## config.mk

```make
export PLATFORM = sky130hd
export DESIGN_NAME = filter_capture
export DESIGN_NICKNAME = d
export VERILOG_FILES = /design/src/rtl/filter_capture.sv
export SDC_FILE = /design/constraint.sdc
export NUM_CORES = 1
export LEC_CHECK = 0
export ABC_CLOCK_PERIOD_IN_PS = 2670
export CAP_MARGIN = 20
export CORE_ASPECT_RATIO = 0.9
export CORE_MARGIN = 1.5
export CORE_UTILIZATION = 56
export CTS_CLUSTER_SIZE = 24
export DETAILED_ROUTE_END_ITERATION = 12
export PLACE_DENSITY = 0.8
export SYNTH_ARGS = -nofsm -noshare
export SYNTH_HDL_FRONTEND = slang
export SYNTH_SLANG_ARGS = --single-unit
```

## constraint.sdc

```tcl
create_clock -name clock -period 2.67 [get_ports clock]
set_input_delay 0.4005 -clock clock [delete_from_list [all_inputs] [get_ports clock]]
set_output_delay 0.4005 -clock clock [all_outputs]
set_load 0.05 [all_outputs]
```

## src/rtl/filter_capture.sv

```systemverilog
// Triggered capture buffer: waits for a signed rising threshold crossing, stores
// DEPTH consecutive samples, then plays them back over a valid/ready read port.
module filter_capture #(
  parameter int unsigned N_PROBE      = 8,
  parameter int unsigned N_DEPTH_LOG2 = 5
) (
  input  logic               clock,
  input  logic               i_reset,
  input  logic [N_PROBE-1:0] i_sample,
  input  logic               i_sample_valid,
  input  logic               i_arm,
  input  logic [N_PROBE-1:0] i_threshold,
  output logic [N_PROBE-1:0] o_data,
  output logic               o_valid,
  input  logic               i_ready,
  output logic [1:0]         o_state,
  output logic               o_done
);

  localparam int unsigned Depth = 1 << N_DEPTH_LOG2;

  typedef logic [N_DEPTH_LOG2-1:0] ptr_t;
  localparam ptr_t LastIdx = ptr_t'(Depth - 1);

  typedef enum logic [1:0] {
    StIdle    = 2'b00,
    StArmed   = 2'b01,
    StCapture = 2'b10,
    StReadout = 2'b11
  } state_e;

  state_e             state_q, state_d;
  logic [N_PROBE-1:0] mem [Depth];
  ptr_t               wr_ptr_q, rd_ptr_q, rd_next;
  logic [N_PROBE-1:0] prev_q, data_q;
  logic               prev_ok_q, valid_q, done_q;
  logic               trigger, xfer, mem_we;
  ptr_t               mem_addr;

  assign trigger = prev_ok_q && ($signed(prev_q) < $signed(i_threshold)) &&
                   ($signed(i_sample) >= $signed(i_threshold));
  assign xfer    = valid_q && i_ready;
  assign rd_next = rd_ptr_q + ptr_t'(1);

  always_comb begin
    state_d  = state_q;
    mem_we   = 1'b0;
    mem_addr = wr_ptr_q;
    unique case (state_q)
      StIdle: begin
        if (i_arm) state_d = StArmed;
      end
      StArmed: begin
        if (i_sample_valid && trigger) begin
          state_d  = StCapture;
          mem_we   = 1'b1;
          mem_addr = '0;
        end
      end
      StCapture: begin
        if (i_sample_valid) begin
          mem_we = 1'b1;
          if (wr_ptr_q == LastIdx) state_d = StReadout;
        end
      end
      StReadout: begin
        if (xfer && rd_ptr_q == LastIdx) state_d = StIdle;
      end
    endcase
  end

  always_ff @(posedge clock) begin
    if (i_reset) state_q <= StIdle;
    else         state_q <= state_d;
  end

  // Buffer contents deliberately survive reset.
  always_ff @(posedge clock) begin
    if (mem_we) mem[mem_addr] <= i_sample;
  end

  always_ff @(posedge clock) begin
    if (i_reset) begin
      wr_ptr_q  <= '0;
      rd_ptr_q  <= '0;
      prev_q    <= '0;
      prev_ok_q <= 1'b0;
      data_q    <= '0;
      valid_q   <= 1'b0;
      done_q    <= 1'b0;
    end else begin
      done_q <= 1'b0;
      unique case (state_q)
        StIdle: begin
          if (i_arm) prev_ok_q <= 1'b0;
        end
        StArmed: begin
          if (i_sample_valid) begin
            prev_q    <= i_sample;
            prev_ok_q <= 1'b1;
            if (trigger) wr_ptr_q <= ptr_t'(1);
          end
        end
        StCapture: begin
          if (i_sample_valid) begin
            wr_ptr_q <= wr_ptr_q + ptr_t'(1);
            if (wr_ptr_q == LastIdx) begin
              rd_ptr_q <= '0;
              valid_q  <= 1'b0;
            end
          end
        end
        StReadout: begin
          if (!valid_q) begin
            // First cycle after entry: prime the registered read.
            data_q  <= mem[rd_ptr_q];
            valid_q <= 1'b1;
          end else if (i_ready) begin
            if (rd_ptr_q == LastIdx) begin
              valid_q <= 1'b0;
              done_q  <= 1'b1;
            end else begin
              rd_ptr_q <= rd_next;
              data_q   <= mem[rd_next];
            end
          end
        end
      endcase
    end
  end

  assign o_data  = data_q;
  assign o_valid = valid_q;
  assign o_done  = done_q;
  assign o_state = state_q;

endmodule

```

; ---- Word-level counts from Yosys, hierarchy flattened
; Memory sizes are Yosys's and may differ from the RTL's. A register that Yosys moved wholly into a read port is not among the register bits.
; Cells that the tools add are included.
[word_totals]
reg_bits = 31
mem_bits_rw = 256
inputBits = 21
out_inout_bits = 12
wordCells = 88
n_memories = 1
[op_classes]
addsub = 2
order_cmp = 2
n_eq_ne = 17
n_mux = 38
bitwise_logic = 3
reduce_logical = 17
[memory_table]
columns = memory, words, word_bits, read_ports, rd_clocked_by_memory_dff, wr, line
row1 = mem, 32, 8, 2, 1, 1, 33  ; logic [N_PROBE-1:0] mem [Depth];
[op_table]
columns = operator, count
row1 = two-way mux 5 bit, 12
row2 = two-way mux 8 bit, 3
row3 = inequality test 2 bit (second input constant), 12
row4 = case mux 5 bit (2 select lines), 2
row5 = two-way mux 1 bit, 12
row6 = adder 5 x 1 -> 5 bit (second input constant), 2
row7 = == test 5 bit (second input constant), 2
row8 = two-way mux 2 bit, 5
row9 = AND reduction 3 bit, 3
row10 = >= comparator 8 bit, 1
row11 = < comparator 8 bit, 1
row12 = case mux 2 bit (4 select lines), 1
row13 = case mux 1 bit (2 select lines), 3
row14 = AND reduction 6 bit, 1
row15 = nonzero test 2 bit, 3
row16 = logical AND 1 bit, 5
row17 = AND reduction 5 bit, 1
row18 = == test 2 bit (second input constant), 2
row19 = AND reduction 4 bit, 1
row20 = OR reduction 4 bit, 1
row21 = inverter 1 bit, 3
row22 = == test 2 x 1 -> 1 bit (second input constant), 1
row23 = zero test 2 bit, 1
row24 = AND reduction 2 bit, 1

; ---- Depth between registers and ports, before layout
[depth]
depth_word = 8
mapped_depth = 10

; ---- Worst setup path after synthesis
; No wires, ideal clock.
[synth_path]
path_kind = register to register
start = register state_q[1], in the netlist o_state[1]
end = memory mem[10][0], enable pin
setup_time_ns = 0.370
t_arrival_ns = 2.166
t_required_ns = 2.300
path_slack_ns = 0.133
path_stages_with_launch = 6
path_buffers = 1
synth_period_minus_slack_ns = 2.537
cell_sequence = dfxtp_1 > ha_1 > clkbuf_1 > and3_1 > o311ai_2 > nor2_1
[synth_via]
elab_chain_len = 4
[synth_rtl]
columns = element, line
row1 = "start, declared", 32  ; state_e state_q, state_d;
row2 = "start signal, assigned", 73  ; if (i_reset) state_q <= StIdle;
row3 = "start signal, assigned", 74  ; else state_q <= state_d;
row4 = == test 2 bit / == test 2 x 1 -> 1 bit (equally long branches), 49  ; unique case (state_q)
row5 = case mux 1 bit (2 select lines), 49
row6 = two-way mux 1 bit, 79  ; if (mem_we) mem[mem_addr] <= i_sample;
row7 = two-way mux 1 bit (implied by the code), 79
row8 = "end, declared", 33
; Several ways; a longest one is shown, not always the timed one.

; ---- Worst setup path after layout
[layout_path]
start = input port i_sample[0]
end = memory mem[9][3], enable pin
[layout_via]
elab_chain_len = 7
[layout_rtl]
columns = element, line
row1 = "start, declared", 9  ; input logic [N_PROBE-1:0] i_sample,
row2 = >= comparator 8 bit *, 41  ; ($signed(i_sample) >= $signed(i_threshold));
row3 = logical AND 1 bit *, 40  ; assign trigger = prev_ok_q && ($signed(prev_q) < $signed(i_threshold)) &&
row4 = logical AND 1 bit *, 54  ; if (i_sample_valid && trigger) begin
row5 = two-way mux 1 bit, 54
row6 = case mux 1 bit (2 select lines), 49
row7 = two-way mux 1 bit, 79
row8 = two-way mux 1 bit (implied by the code), 79
; Every way passes the cells marked *; elsewhere a longest branch is shown, timed or not.

==> impl_metrics.py <==
metrics = {
    "placement": {
        "gp_congestion": 0.942,
        "postPlaceCellArea_um2": 15600,
        "portBuffers": 32,
        "hpwl_um": 26100,
        "placed_cells": 1346,
    },
    "timing": {
        "grt_setup_unrepaired": "no",
        "slew_headroom_pct": 43.0,
        "timing.final.crit_share_pct": 96.4,
        "fin_skew_ps": 8.26,
        "hold_ws_ps": 455,
        "min_period_ps": 2580,
        "fmax_mhz": 388,
        "setup_viol": 0,
        "worst_pin_slew_ps": 854,
        "slew_violations": 0,
        "hold_viol": 0,
        "tns_ps": 0,
    },
    "setup_path": {
        "worst-r2r-cell-count": 6,
        "worst_ep_required_time_ps": 2920,
        "critPathMaxFanout": 8,
        "critPathArrivalTime_ps": 2830,
        "cp-start-kind": "primary input",
        "critPathKind": "in -> reg",
        "end_kind": "register",
    },
    "power": {
        "p_leak_uw": 0.00526,
        "ir_drop_v": 0.000532,
        "p_per_area_nw_per_um2": 613,
    },
    "global_route": {
        "antenna_found_initial": 1,
        "overflow": 0,
        "grt_first_pass_wirelength_um": 58200,
        "grt_pass1_vias": 9173,
        "grt_max_degree": 67,
        "track_usage_pct": 30.3,
    },
    "synth": {
        "netlist.area_leader.share_pct": 53.2,
        "avgSynthCellArea_um2": 15.3,
        "synth.area.top_cells": "edfxtp_1 53%, mux4_2 15%, mux2i_1 5.6%",
        "synth_seq_area_share_pct": 58.2,
        "synth-edff-count": 256,
        "syn_inst": 945,
        "synth_area_um2": 14400,
        "synth-seq-cells": 292,
        "ys_async_sr_fraction_pct": 0,
        "ys.flop_type": "edfxtp_1",
        "yosys.area.top_type": "edfxtp_1",
        "synthesis.nets": 990,
        "yosysWarnings": 0,
        "synth_cell_types": 58,
    },
    "cts": {
        "cts_tree": "built",
        "clock-root-buffer": "clkbuf_16",
        "insertion_delay_ps": 540,
        "htreeDepth": 1,
        "cts_num_sinks": 292,
        "clkTransAtPathRegs_ps": 60,
        "cts_buffer_depth": 3,
        "cts_made_buffers": 28,
        "postCtsSetupRepairBufs": 0,
    },
    "layout": {
        "design_area_um2": 16500,
        "fillers": 1754,
        "nNetsFinal": 1079,
        "multi_input_area_um2": 5560,
        "syn_to_final_growth_pct": 14.1,
        "drive_gt1_share_pct": 25.0,
        "final_cells": 1398,
        "seq_area_um2": 8410,
    },
    "routing": {
        "routedWlPerCell_um": 28.1,
        "drtIter0Drc": 1218,
        "drc_errors": 0,
        "firstDrtPassIters": 5,
        "via_per_inst": 6.72,
        "ant_nets": 0,
        "vias": 9396,
        "routed_wl_um": 39300,
    },
    "floorplanning": {
        "die-width_um": 172,
        "coreArea_um2": 25300,
        "rows": 55,
        "die_area_um2": 26800,
        "initial_utilization_pct": 57.2,
        "die_h_um": 155,
        "io_pins": 33,
    },
    "status": {
        "outcome": "completed",
    },
    "hold_path": {
        "hold-path-cell-count": 2,
        "hold_path.class": "reg -> reg",
    },
    "run": {
        "maxCapViolations": 0,
    },
}
-- area by class of cell --
| cell class | instances | share of cell area, % |
|---|---|---|
| Inverter | 18 | 0.410 |
| Multi-Input combinational cell | 569 | 33.7 |
| Timing Repair Buffer | 125 | 6.78 |
| Sequential cell | 292 | 51.0 |
| Antenna cell | 1 | 0.0152 |
| Tap cell | 342 | 2.60 |
| Clock inverter | 8 | 0.599 |
| Clock buffer | 43 | 4.84 |
-- cells in the mapped netlist, types with 13 or more instances --
cell type    n
a211oi_1    26
a21oi_1     40
a22oi_1     24
a31oi_1     22
buf_2       20
clkbuf_1    14
dfxtp_1     36
edfxtp_1   256
ha_1        24
inv_1       17
mux2_2      17
mux2i_1     81
mux4_2      96
nand2_1     55
nor2_1      52
nor2b_1     15
o211ai_1    13
-- cell usage in the layout (no fill, tap or decap), types with 3 or more instances in the layout --
cell / n
ha_1: 23
a2111oi_2: 3
and2_1: 3
and3_1: 6
and2b_1: 4
nand2b_1: 11
or3_1: 3
buf_12: 8
mux2_2: 17
dfxtp_1: 33
nand3b_1: 3
o311ai_2: 4
nand3_1: 12
o21ai_0: 12
buf_4: 85
nor2_1: 52
inv_1: 17
nand2_1: 55
clkbuf_1: 12
clkdlybuf4s50_1: 31
o211ai_1: 13
a2111oi_1: 4
a211oi_1: 26
clkbuf_16: 29
mux2i_1: 81
a22oi_1: 24
nor2b_1: 15
nor3_1: 7
a21oi_1: 40
a21o_1: 3
mux4_2: 96
edfxtp_1: 256
a31oi_1: 22
-- registers in the layout, indices dropped and copies added, names as in the netlist, named ones only --
signal,count
o_done,1
prev_ok_q,1
rd_ptr_q,5
o_state,2
o_valid,1
prev_q,8
o_data,8
wr_ptr_q,5
mem,256
-- final timing paths --
path / startpoint / endpoint / slack [ps]
worst max register to register: register / o_data[1]$_SDFFE_PP0P_ / 120
worst min register to register: prev_q[0]$_SDFFE_PP0P_ / prev_q[0]$_SDFFE_PP0P_ / 460
worst max-delay path: i_sample[0] / mem[9][3]$_DFFE_PP_ / 90
worst min-delay path: prev_q[0]$_SDFFE_PP0P_ / prev_q[0]$_SDFFE_PP0P_ / 460
-- layer usage --
layer  routed length, µm  global-route usage (%)  up-vias
met5                   0                       0        -
met4                1430                    11.5        0
met3                5080                    7.43       93
met2               17700                    44.7      664
met1               15100                    44.0     4654
li1                    -                       -     3985
-- timing repair --
item / 4_1_cts / 5_1_grt
setup endpoints to repair: 209 / 0
resized for setup: 1 / 0
hold endpoints to repair: 0 / 0
hold buffers: 0 / 0
-- per-stage QoR --
step | util (%) | power [µW] | setup slack, ps
3_5_place_dp | 61.7 | 6270 | -654
3_3_place_gp | 61.7 | 6250 | -635
5_1_grt | 65.3 | 10400 | 16.8
6_report | 65.3 | 10100 | 94.9
4_1_cts | 65.3 | 10100 | 132
2_1_floorplan | - | 5820 | 133
-- critical path, stage by stage --
cell and delay (ps):
dlygate4sd2_1 340, inv_1 150, ha_1 310, nand2b_1 140, a21o_1 180, a211oi_1 300
o31a_2 280, o311ai_2 120, buf_4 230, nor2_1 190, buf_4 180
-- power by group --
part           switching [µW]  internal, µW
clock network            1660          2250
logic                     732           397
registers                42.8          5020
total                    2430          7670
-- cell families after synthesis --
group,after synthesis,synth area share (%)
muxes,194,21.9
DFF,292,58.2
buffers and inverters,84,3.50
adders and majority gates,24,2.08
xor gates and xnor gates,2,0.121
AOI/OAI and AO/OA,166,8.12
and+or+nand+nor,183,6.09
No activity file was read; power rests on OpenSTA's default activity.
